## src/rtl/tamagotchi_needs_fsm.sv

```systemverilog
// tamagotchi_needs_fsm: pet-state core with decaying need levels, feed buttons and a registered mood FSM
// Optional feature: define TAMA_SLEEP_EN to add the SLEEP mood (code 101).
// Ports:
//   clk          system clock, rising edge
//   btn_reset    synchronous active-high reset
//   btn_need     per-need feed buttons (level, pre-debounced)
//   btn_test     test-mode button, hold HOLD_CYC cycles to toggle
//   level_out    packed levels, need i at [i*LVL_W +: LVL_W]
//   need_idx     index of the lowest level, ties go to the lowest index
//   test_mode    accelerated decay active
//   display_out  mood: 000 HAPPY 001 NEEDY 010 CRITICAL 011 DEAD 101 SLEEP
module tamagotchi_needs_fsm #(
  parameter int N_NEEDS    = 4,
  parameter int LVL_W      = 3,
  parameter int FEED_STEP  = 2,
  parameter int THR_OK     = 4,
  parameter int THR_CRIT   = 2,
  parameter int TICK_DIV   = 1000,
  parameter int TEST_DIV   = 10,
  parameter int HOLD_CYC   = 50,
  parameter int DEAD_TICKS = 3
) (
  input  logic                       clk,
  input  logic                       btn_reset,
  input  logic [N_NEEDS-1:0]         btn_need,
  input  logic                       btn_test,
  output logic [N_NEEDS*LVL_W-1:0]   level_out,
  output logic [$clog2(N_NEEDS)-1:0] need_idx,
  output logic                       test_mode,
  output logic [2:0]                 display_out
);
  localparam int LVL_MAX = 2**LVL_W - 1;
  localparam int SW = LVL_W + 2;
  localparam int IW = $clog2(N_NEEDS);
  localparam int PW = $clog2(TICK_DIV > TEST_DIV ? TICK_DIV : TEST_DIV);
  localparam int HW = $clog2(HOLD_CYC + 1);
  localparam int DW = $clog2(DEAD_TICKS + 1);
  localparam logic signed [SW-1:0] S_MAX = SW'(LVL_MAX);
  typedef enum logic [2:0] {
    S_HAPPY = 3'b000,
    S_NEEDY = 3'b001,
    S_CRIT  = 3'b010,
    S_DEAD  = 3'b011,
    S_SLEEP = 3'b101
  } state_t;
  state_t                r_state;
  logic [LVL_W-1:0]      r_level [N_NEEDS];
  logic [N_NEEDS-1:0]    r_btn_q;
  logic [PW-1:0]         r_presc;
  logic [HW-1:0]         r_hold;
  logic [DW-1:0]         r_dead;
  logic                  r_test;
  logic [IW-1:0]         r_need_idx;
  logic [N_NEEDS-1:0]    w_press;
  logic                  w_tick;
  logic                  w_dec;
  logic                  w_feed;
  logic                  w_any0;
  logic                  w_toggle;
  logic signed [SW-1:0]  w_sum;
  logic [LVL_W-1:0]      w_next [N_NEEDS];
  logic [LVL_W-1:0]      w_min;
  logic [IW-1:0]         w_min_idx;
  state_t                w_mood;
  assign w_press  = btn_need & ~r_btn_q;
  assign w_tick   = r_presc == (r_test ? PW'(TEST_DIV - 1) : PW'(TICK_DIV - 1));
  assign w_toggle = btn_test && r_hold == HW'(HOLD_CYC - 1);
`ifdef TAMA_SLEEP_EN
  logic [3:0] r_idle;
  logic       r_half;
  // asleep: presses only wake the pet, decay lands on every second tick
  assign w_feed = r_state != S_DEAD && r_state != S_SLEEP;
  assign w_dec  = w_tick && r_state != S_DEAD && (r_state != S_SLEEP || r_half);
  always_ff @(posedge clk) begin
    if (btn_reset) begin
      r_idle <= '0;
      r_half <= 1'b0;
    end else begin
      r_idle <= |w_press ? 4'd0 : (w_tick && r_idle != 4'd8) ? r_idle + 4'd1 : r_idle;
      r_half <= r_state != S_SLEEP ? 1'b0 : w_tick ? ~r_half : r_half;
    end
  end
`else
  assign w_feed = r_state != S_DEAD;
  assign w_dec  = w_tick && r_state != S_DEAD;
`endif
  // widened signed sum so a feed at LVL_MAX or a decay at 0 clamps instead of wrapping
  always_comb begin
    w_any0 = 1'b0;
    w_sum  = '0;
    for (int i = 0; i < N_NEEDS; i++) begin
      w_sum = $signed({2'b00, r_level[i]})
            + ((w_feed && w_press[i]) ? SW'(FEED_STEP) : SW'(0))
            - (w_dec ? SW'(1) : SW'(0));
      w_next[i] = w_sum[SW-1] ? '0 : (w_sum > S_MAX) ? LVL_W'(LVL_MAX) : w_sum[LVL_W-1:0];
      w_any0 = w_any0 | (w_next[i] == '0);
    end
  end
  always_comb begin
    w_min     = r_level[0];
    w_min_idx = '0;
    for (int i = 1; i < N_NEEDS; i++) begin
      if (r_level[i] < w_min) begin
        w_min     = r_level[i];
        w_min_idx = IW'(i);
      end
    end
    w_mood = int'(w_min) >= THR_OK ? S_HAPPY : int'(w_min) >= THR_CRIT ? S_NEEDY : S_CRIT;
  end
  always_ff @(posedge clk) begin
    if (btn_reset) begin
      for (int i = 0; i < N_NEEDS; i++) r_level[i] <= LVL_W'(LVL_MAX);
      r_btn_q <= '0;
      r_presc <= '0;
      r_hold  <= '0;
      r_dead  <= '0;
      r_test  <= 1'b0;
    end else begin
      for (int i = 0; i < N_NEEDS; i++) r_level[i] <= w_next[i];
      r_btn_q <= btn_need;
      r_presc <= (w_toggle || w_tick) ? '0 : r_presc + 1'b1;
      r_hold  <= !btn_test ? '0 : (r_hold == HW'(HOLD_CYC)) ? r_hold : r_hold + 1'b1;
      if (w_toggle) r_test <= ~r_test;
      if (w_tick) r_dead <= !w_any0 ? '0 : (r_dead == DW'(DEAD_TICKS)) ? r_dead : r_dead + 1'b1;
    end
  end
  always_ff @(posedge clk) begin
    if (btn_reset) begin
      r_state    <= S_HAPPY;
      r_need_idx <= '0;
    end else begin
      r_need_idx <= w_min_idx;
      r_state <= (r_state == S_DEAD || r_dead == DW'(DEAD_TICKS)) ? S_DEAD
`ifdef TAMA_SLEEP_EN
               : (r_state == S_SLEEP) ? (|w_press ? w_mood : S_SLEEP)
               : (r_state != S_CRIT && r_idle == 4'd8) ? S_SLEEP
`endif
               : w_mood;
    end
  end
  for (genvar g = 0; g < N_NEEDS; g++) begin : g_pack
    assign level_out[g*LVL_W +: LVL_W] = r_level[g];
  end
  assign need_idx    = r_need_idx;
  assign test_mode   = r_test;
  assign display_out = r_state;
endmodule
```

## config.mk

```make
export PLATFORM = sky130hd
export DESIGN_NAME = tamagotchi_needs_fsm
export DESIGN_NICKNAME = d
export VERILOG_FILES = /design/src/rtl/tamagotchi_needs_fsm.sv
export SDC_FILE = /design/constraint.sdc
export NUM_CORES = 1
export LEC_CHECK = 0
export ABC_AREA = 1
export ABC_CLOCK_PERIOD_IN_PS = 2950
export BUFFER_PORTS_ARGS = -buffer_cell sky130_fd_sc_hd__buf_4
export CORE_MARGIN = 3
export CORE_UTILIZATION = 48
export CTS_CLUSTER_DIAMETER = 80
export DETAILED_ROUTE_END_ITERATION = 6
export HOLD_SLACK_MARGIN = 0.06
export PLACE_DENSITY = 0.69
export REMOVE_ABC_BUFFERS = 1
export SYNTH_ARGS = -nofsm -noshare
export SYNTH_HDL_FRONTEND = slang
export SYNTH_SLANG_ARGS = --single-unit
export TNS_END_PERCENT = 20
```

## constraint.sdc

```tcl
create_clock -name clk -period 2.95 [get_ports clk]
set_clock_uncertainty 0.2 [all_clocks]
set_input_delay 0.59 -clock clk [delete_from_list [all_inputs] [get_ports clk]]
set_output_delay 0.59 -clock clk [all_outputs]
set_load 0.1 [all_outputs]
```

# Yosys cells after proc, flatten, opt, wreduce, memory -nomap -nowiden

Memory sizes are Yosys's and may differ from the RTL's.
Cells that the tools add are included.

Bits in registers: 28
Bits in writable memories: 12
Output and inout bits: 18
Memories: 1

Memory list:

| memory  | depth | bits a word | rd ports | clocked after Yosys merged registers in | wr ports | line | text |
|---|---|---|---|---|---|---|---|
| r_level | 4     | 3           | 4        | 0                                       | 4        | 47   | `logic [LVL_W-1:0] r_level [N_NEEDS];` |

$add $sub $neg: 11
$lt $le $gt $ge: 9
Eq/ne operators: 7
Mux-type cells: 32
Bitwise logic cells: 11
Reduce and logical (&&, ||, !) cells: 16

Operator list:

| kind                  | count |
|---|---|
| $mux 3                | 15 |
| $mux 2                | 11 |
| $gt 5x4->1 const B    | 4 |
| $add 3x2->4           | 4 |
| $sub 5x5->5           | 3 |
| $eq 6x6->1 const B    | 2 |
| $logic_not 3->1       | 4 |
| $add 10x1->10 const B | 1 |
| $eq 10x10->1          | 1 |
| $mux 10               | 1 |
| $lt 3x3->1            | 3 |
| $or 1x1->1            | 7 |
| $add 6x1->6 const B   | 1 |
| $logic_and 1x1->1     | 6 |
| $mux 1                | 5 |
| $sub 4x1->5           | 1 |
| $and 4x4->4           | 1 |
| $not 4->4             | 1 |
| $reduce_or 2->1       | 2 |
| $eq 3x2->1 const B    | 1 |
| $ge 3x2->1 const B    | 1 |
| $ge 3x3->1 const B    | 1 |
| $ne 3x2->1 const B    | 1 |
| $reduce_or 3->1       | 1 |
| 6 further kinds       | 8 |

# Longest topological paths before layout

Gate-level depths: netlist of the first run.

Word-level depth: 15
Gate-level depth with buffers: 25
Mapped depth without buffers: 25

# Least setup slack after synthesis of the first run

OpenSTA, ideal clock, no wires.

Path kind: register to register
From: register r_test (netlist: test_mode)
To: register r_dead[0]
Setup time: 0.114 ns
Arrival: 3.626 ns
Required time: 2.636 ns
Setup slack: -0.990 ns
Cell stages (with the launch flop): 23
Buffers on the path: 0
Period minus slack after synthesis: 3.940 ns
Path through: dfxtp_1 > inv_1 > nor4_1 > a21o_1 > nand3_1 > a21oi_2 > inv_2 > nor2_1 > ha_1 > inv_1 > ha_1 > fa_1 > or2_1 > nand3_1 > nand2_1 > inv_1 > nand3_1 > nand4_1 > nand2_1 > nand2_1 > nand2_1 > nand2_1 > nor2_1

Longest elaborated chain between the ends: 14
Elaborated cells on any way between the ends: 30

Ends and longest elaborated chain:

| what                              | line | text |
|---|---|---|
| start, declared                   | 52   | `logic r_test;` |
| start signal, assigned            | 123  | `if (w_toggle) r_test <= ~r_test;` |
| $mux 10 (*)                       | 66   | `assign w_tick = r_presc == (r_test ? PW'(TEST_DIV - 1) : PW'(TICK_DIV - 1));` |
| $eq 10x10->1 (*)                  | 66   |  |
| $logic_and 1x1->1                 | 85   | `assign w_dec = w_tick && r_state != S_DEAD;` |
| $mux 1                            | 94   | `- (w_dec ? SW'(1) : SW'(0));` |
| $sub 5x5->5                       | 94   |  |
| $gt 5x4->1                        | 95   | `w_next[i] = w_sum[SW-1] ? '0 : (w_sum > S_MAX) ? LVL_W'(LVL_MAX) : w_sum[LVL_W-1:0];` |
| $mux 3 (2 in series)              | 95   |  |
| $logic_not 3->1                   | 96   | `w_any0 = w_any0 \| (w_next[i] == '0);` |
| $or 1x1->1 (3 in series)          | 96   |  |
| $ne 2x2->1 (no source line)       | -    |  |
| $reduce_and 2->1 (no source line) | -    |  |
| end signal, assigned              | 124  | `if (w_tick) r_dead <= !w_any0 ? '0 : (r_dead == DW'(DEAD_TICKS)) ? r_dead : r_dead + 1'b1;` |
| end, declared                     | 51   | `logic [DW-1:0] r_dead;` |

Mark *: on every way between the ends. The rest lies on a longest branch, timed or not.
A chain may end at the register's enable or synchronous reset.

# Worst setup path in the final report of the first run

From: register r_presc[5]
To: register r_dead[0]

Longest elaborated chain between the ends: 13
Elaborated cells on any way between the ends: 29

Ends and longest elaborated chain:

| what                              | line | text |
|---|---|---|
| start, declared                   | 49   | `logic [PW-1:0] r_presc;` |
| start signal, assigned            | 121  | `r_presc <= (w_toggle \|\| w_tick) ? '0 : r_presc + 1'b1;` |
| $eq 10x10->1 (*)                  | 66   |  |
| $logic_and 1x1->1                 | 85   |  |
| $mux 1                            | 94   |  |
| $sub 5x5->5                       | 94   |  |
| $gt 5x4->1                        | 95   |  |
| $mux 3 (2 in series)              | 95   |  |
| $logic_not 3->1                   | 96   |  |
| $or 1x1->1 (3 in series)          | 96   |  |
| $ne 2x2->1 (no source line)       | -    |  |
| $reduce_and 2->1 (no source line) | -    |  |

Marked as above.

==> qor.csv, run 1 <==
metric,value,unit
status,"finished, violations left",
violations,negative setup slack,
period_share,104,%
die_area,0.00580,mm²
yosys.area_share.adder,18.6,%
ys.warnings.count,0,
diodes,0,
yosys.cell_count.top_type,nand2_1,
wl_per_cell,11.3,µm
nNetsFinal,423,
syn_area,0.00236,mm²
die_w,76.2,µm
gr-usage-all-layers,18.3,%
synthCells,312,
rsz0062_at_grt,yes,
p_sw,660,µW
clkSlewWorstSetupHoldPaths,0.08,ns
placed_cell_area,0.00286,mm²
ant_nets,0,
synth_top_area_share,33.1,%
power_density,551,mW/mm²
viasPerCell,4.74,
required,2.94,ns
comb_power_share,41.0,%
cts.sinks,39,
hold_path.class,flop to flop,
final_layout_size_suffix_gt1_share,30.4,%
startpoint,r_presc[5]$_SDFF_PP0_,
synth_compound_area_share,7.31,%
antenna_found_initial,0,
synthMuxAreaShare,0,%
synthArstFlopShare,0,%
fin_ws,-0.131,ns
clock_path_buffers,2,
final_max_slew_viol_count,0,
stdcell_area,0.00311,mm²
die_h,76.2,µm
switching_share,38.6,%
syn2layout_area_growth,31.5,%
grt_overflow,0,
seq_power_share,34.1,%
vias,2118,
fin_util,68.1,%
internal_power,1050,µW
core_area,0.00456,mm²
dp.cells,431,
first_pass_iters,4,
crit_fanout,3,
insertion_delay,0.29,ns
clockRootBuffer,clkbuf_8,
drt-total-wl,5030,µm
maxCapViolations,0,
drt_iter0_drc,92,
ys_ff_latch,39,
synth.distinct_cells,34,
finalCriticalPeriod,3.08,ns
syn_area_per_cell,7.57,µm²
cp.arrival,3.07,ns
finalNonFillerCells,447,
grt_pass1_wl,8750,µm
yosys.area.top_type,dfxtp_1,
setup_violations,5,
rows,24,
cts_hold_buffers,0,
final_hold_viol_count,0,
power.leakage,0.00159,µW
cts_tree,done,
synth.area.top_cells,"dfxtp_1 (33%), ha_1 (17%), nand2_1 (8.7%), inv_1 (7.9%), nand3_1 (4.9%)",
synth-xor-area-share,4.08,%
synth_edf_count,0,
min-delay-start,r_presc[3]$_SDFF_PP0_,
start_kind,flop,
fmax,0.325,GHz
htreeDepth,2,
end_kind,flop,
r2r_start,r_presc[5]$_SDFF_PP0_,
clkPwrFrac,24.9,%
synth_top_family_by_area,simple AND/OR/NAND/NOR gates,
initial_core_util,51.8,%
yosysSeqAreaShare,33.1,%
ir_worst_vdd,444,µV
synth_common_cells,"nand2_1 (55), inv_1 (50), dfxtp_1 (39)",
gp_congestion,0.800,
num_io_pins,25,
synth_simple_gate_area_share,26.9,%
io_buffers,23,
drc_errors,0,
power.total,1710,µW
grt_pass1_vias,2038,
dpl.hpwl,3790,µm
grt_max_degree,12,
cts_made_buffers,5,
ys.flop_type,dfxtp_1,
path_class,flop to flop,
==> power groups by stage <==
stage	combinational, µW	clock, µW	sequential [µW]
final	701	426	584
after global placement	637	0	591
after global routing	765	464	590
after CTS	678	440	584
after floorplan	277	0	789
after detailed placement	650	0	593
==> stage by stage <==
step	hold WS, ns	setup TNS [ns]	setup slack [ns]
6_report	0.278	-0.451	-0.131
5_1_grt	0.284	-1.91	-0.383
4_1_cts	0.280	-0.379	-0.117
3_5_place_dp	0.276	-0.913	-0.301
3_3_place_gp	0.263	-0.457	-0.145
2_1_floorplan	0.242	-6.63	-0.996
==> flip-flops by register name (all words and copies together), names as in the netlist <==
signal       cells
display_out      2
need_idx         2
r_btn_q          4
r_dead           2
r_hold           6
r_level         12
r_presc         10
test_mode        1
==> final cells by class <==
cell class                      count  area, µm²
Tap cell                           65       81.3
Sequential cell                    39        788
Clock buffer                        6       72.6
Multi-Input combinational cell    212       1420
Clock inverter                      1       30.0
Fill cell                         413       1460
Inverter                           58        218
Timing Repair Buffer               66        495
==> timing repair <==
item                                    in CTS  in global routing
gates resized for setup                     14                  9
endpoints found under the setup margin       6                  6
setup buffers                                8                  1
pin swaps                                    9                  3
==> path summary, 6_finish.rpt <==
kind,end,slack [ns],cells past startpoint
max,r_dead[0]$_SDFFE_PP0P_,-0.13,21
min,r_presc[3]$_SDFF_PP0_,0.28,2
max reg2reg,r_dead[0]$_SDFFE_PP0P_,-0.13,21
min reg2reg,r_presc[3]$_SDFF_PP0_,0.28,2
==> kinds of logic after synthesis <==
logic type	after synthesis
AOI/OAI and AO/OA	29
xor gates and xnor gates	11
DFF	39
buffers and inverters	61
and+or+nand+nor	137
other	1
adders and majority gates	34
==> critical path: stages, from the launching register on <==
cell and delay [ns]:
dfxtp_1 0.35, nor4_4 0.26, a21o_1 0.15, nand3_1 0.07, a21oi_2 0.15, inv_2 0.06, nor2_2 0.10, ha_1 0.15
inv_1 0.04, ha_2 0.17, fa_2 0.33, or2_1 0.23, nand3_2 0.07, nand2_1 0.05, inv_1 0.07, nand3_1 0.08
nand4_1 0.11, nand2_2 0.08, nand2_1 0.09, nand2_1 0.05, nand2_1 0.07, nor2_1 0.05
==> metal layers <==
layer | vias to the layer above | GRT usage, % | routed length (µm)
met5 | - | 0 | 0
met4 | 0 | 7.43 | 63
met3 | 6 | 4.85 | 183
met2 | 39 | 30.8 | 2510
met1 | 953 | 22.1 | 2280
li1 | 1120 | - | -
==> layout by cell type (no fill, tap or decap), types with 3 or more instances in the layout <==
| cell type | synthesis | routed |
|---|---|---|
| inv_2 | 5 | 6 |
| nand3_1 | 23 | 21 |
| dfxtp_1 | 39 | 33 |
| nor2_1 | 29 | 28 |
| nor3_1 | 5 | 5 |
| o21ai_0 | 8 | 7 |
| nand2_1 | 55 | 54 |
| ha_1 | 32 | 30 |
| xor2_1 | 6 | 6 |
| nand3_2 | 3 | 5 |
| clkinv_1 | 3 | 3 |
| nand4_1 | 4 | 4 |
| xnor2_1 | 5 | 5 |
| a21oi_2 | 2 | 5 |
| inv_1 | 50 | 49 |
| nand2_2 | 7 | 8 |
| buf_4 | 1 | 66 |
| dfxtp_2 | 0 | 6 |
| clkbuf_8 | 0 | 5 |
| a21oi_1 | 14 | 11 |
(Power assumes the default switching activity.)
==> run 2, diff against run 1 <==
--- a/config.mk
+++ b/config.mk
@@ -8,13 +8,16 @@
 export ABC_AREA = 1
 export ABC_CLOCK_PERIOD_IN_PS = 2950
 export BUFFER_PORTS_ARGS = -buffer_cell sky130_fd_sc_hd__buf_4
+export CELL_PAD_IN_SITES_DETAIL_PLACEMENT = 0
+export CELL_PAD_IN_SITES_GLOBAL_PLACEMENT = 1
 export CORE_MARGIN = 3
-export CORE_UTILIZATION = 48
+export CORE_UTILIZATION = 39
 export CTS_CLUSTER_DIAMETER = 80
 export DETAILED_ROUTE_END_ITERATION = 6
 export HOLD_SLACK_MARGIN = 0.06
-export PLACE_DENSITY = 0.69
+export PLACE_DENSITY = 0.75
 export REMOVE_ABC_BUFFERS = 1
+export SLEW_MARGIN = 15
 export SYNTH_ARGS = -nofsm -noshare
 export SYNTH_HDL_FRONTEND = slang
 export SYNTH_SLANG_ARGS = --single-unit
==> run 2 against run 1 <==
The flow still finishes with violations (negative setup slack). Via count up 2.9%. Power increased by 3.0%. Worst hold slack worse by 0.0042 ns. Clock power decreased by 15%. Critical path depth shrank 2. Critical endpoint is now r_presc[2]$_SDFF_PP0_.
==> qor.csv, run 2 (same netlist as run 1, synthesis figures left out) <==
metric,value,unit
status,"finished, violations left",
violations,negative setup slack,
cp_slowest_cell,dfxtp_4,
die_h,83.8,µm
switching_share,40.3,%
max_stage_delay,0.36,ns
vias,2180,
path_class,flop to flop,
diodes,0,
power_density,525,mW/mm²
ant_nets,0,
hold_ws,0.274,ns
die_area,0.00703,mm²
drc_errors,0,
grt_pass1_wl,8630,µm
viasPerCell,4.61,
num_io_pins,25,
cts_hold_buffers,0,
finalCriticalPeriod,3.06,ns
final_max_slew_viol_count,0,
cts_made_buffers,5,
ir_worst_vdd,431,µV
comb_power_share,46.3,%
rsz0062_at_grt,yes,
insertion_delay,0.29,ns
critical_path.top_delay_family,buffers and inverters,
cp.arrival,3.03,ns
clock_path_buffers,2,
die_w,83.8,µm
final_hold_viol_count,0,
fin_ws,-0.112,ns
initial_core_util,41.6,%
required,2.92,ns
drt-total-wl,5450,µm
final_common_cell,buf_4,
dpl.hpwl,3930,µm
top_register,r_level,
cts.sinks,39,
grt_max_degree,13,
cts_tree,done,
p_sw,710,µW
start_kind,flop,
htreeDepth,2,
nNetsFinal,441,
end_kind,flop,
syn2layout_area_growth,42.0,%
first_pass_iters,4,
crit_path_frequent_cell,buf_4,
period_share,104,%
gp_congestion,0.772,
fmax,0.327,GHz
cp_cell_sequence,"nor4_4, a21o_1, nand3_1, a21oi_2, inv_2, buf_4, buf_4, buf_4, buf_4, buf_4, buf_4, buf_4, buf_4, buf_4, buf_4, buf_4, buf_4, nand3_2, a21oi_1",
wl_per_cell,11.5,µm
seq_power_share,33.2,%
grt_pass1_vias,2003,
crit_fanout,10,
finalNonFillerCells,473,
setup_violations,13,
post-place-ws,-0.255,ns
final_layout_size_suffix_gt1_share,38.7,%
fin_setup_tns,-1.15,ns
clockRootBuffer,clkbuf_8,
io_buffers,23,
largest_reg_flops,12,
hold_path.class,flop to flop,
gr-usage-all-layers,15.0,%
rows,27,
clkPwrFrac,20.5,%
dp.cells,440,
power.total,1760,µW
maxCapViolations,0,
grt_overflow,0,
cp_num_buf_inv,13,
antenna_found_initial,0,
core_area,0.00568,mm²
layout_common_cells,"buf_4 (75), nand2_1 (47), inv_1 (43), dfxtp_1 (32), nor2_1 (27)",
largestRegisters,"r_level: 12 flops, r_presc: 10 flops, r_hold: 6 flops",
drt_iter0_drc,64,
internal_power,1050,µW
power.leakage,0.00167,µW
clkSlewWorstSetupHoldPaths,0.08,ns
-- run 2: cell types whose count changed in the layout (fill, tap and decap cells not counted), sizes merged --
cell,delta
buf,+18
bufinv,-1
clkinvlp,+1
inv,+1
-- run 2: metrics by stage --
| stage | area [µm²] | util (%) |
|---|---|---|
| after floorplan | 2350 | - |
| after global placement | 2880 | 50.7 |
| after detailed placement | 2880 | 50.7 |
| after CTS | 3180 | 56.0 |
| after global routing | 3350 | 59.1 |
| final | 3350 | 59.1 |
-- run 2: path summary, 6_finish.rpt --
kind                         startpoint                     to  slack, ns  cells past startpoint
setup / recovery  r_presc[2]$_SDFF_PP0_  r_presc[2]$_SDFF_PP0_      -0.11                     19
hold reg to reg   r_presc[3]$_SDFF_PP0_  r_presc[3]$_SDFF_PP0_       0.27                      2
hold / removal    r_presc[3]$_SDFF_PP0_  r_presc[3]$_SDFF_PP0_       0.27                      2
setup reg to reg  r_presc[2]$_SDFF_PP0_  r_presc[2]$_SDFF_PP0_      -0.11                     19
-- run 2: timing repair --
item	in CTS	in global routing
setup endpoints to repair	6	17
buffers inserted	18	7
pin swaps	11	24
gates resized for setup	21	36
-- run 2: area by class of cell --
| type | instances | area (µm²) |
|---|---|---|
| Clock buffer | 6 | 72.6 |
| Tap cell | 72 | 90.1 |
| Sequential cell | 39 | 792 |
| Inverter | 58 | 218 |
| Timing Repair Buffer | 84 | 664 |
| Multi-Input combinational cell | 212 | 1510 |
| Fill cell | 518 | 2320 |
| Clock inverter | 2 | 12.5 |
-- run 2: per-layer routing --
layer | part of all wire [%] | GRT usage [%]
met5 | 0 | 0
met4 | 0.64 | 3.95
met3 | 3.0 | 3.65
met2 | 53 | 26.6
met1 | 44 | 17.8
-- run 2: worst min-delay path: cells and delay by family, from the launching register on --
kind               cells  cell delay [ns]
and+or+nand+nor        1             0.06
DFF                    1             0.33
AOI/OAI and AO/OA      1             0.06
-- run 2: power groups by stage --
stage / sequential, µW / clock (µW) / combinational [µW]
floorplan: 789 / 0 / 277
global placement: 591 / 0 / 652
detailed placement: 593 / 0 / 657
CTS: 582 / 370 / 708
global route: 589 / 390 / 887
finish: 585 / 361 / 816
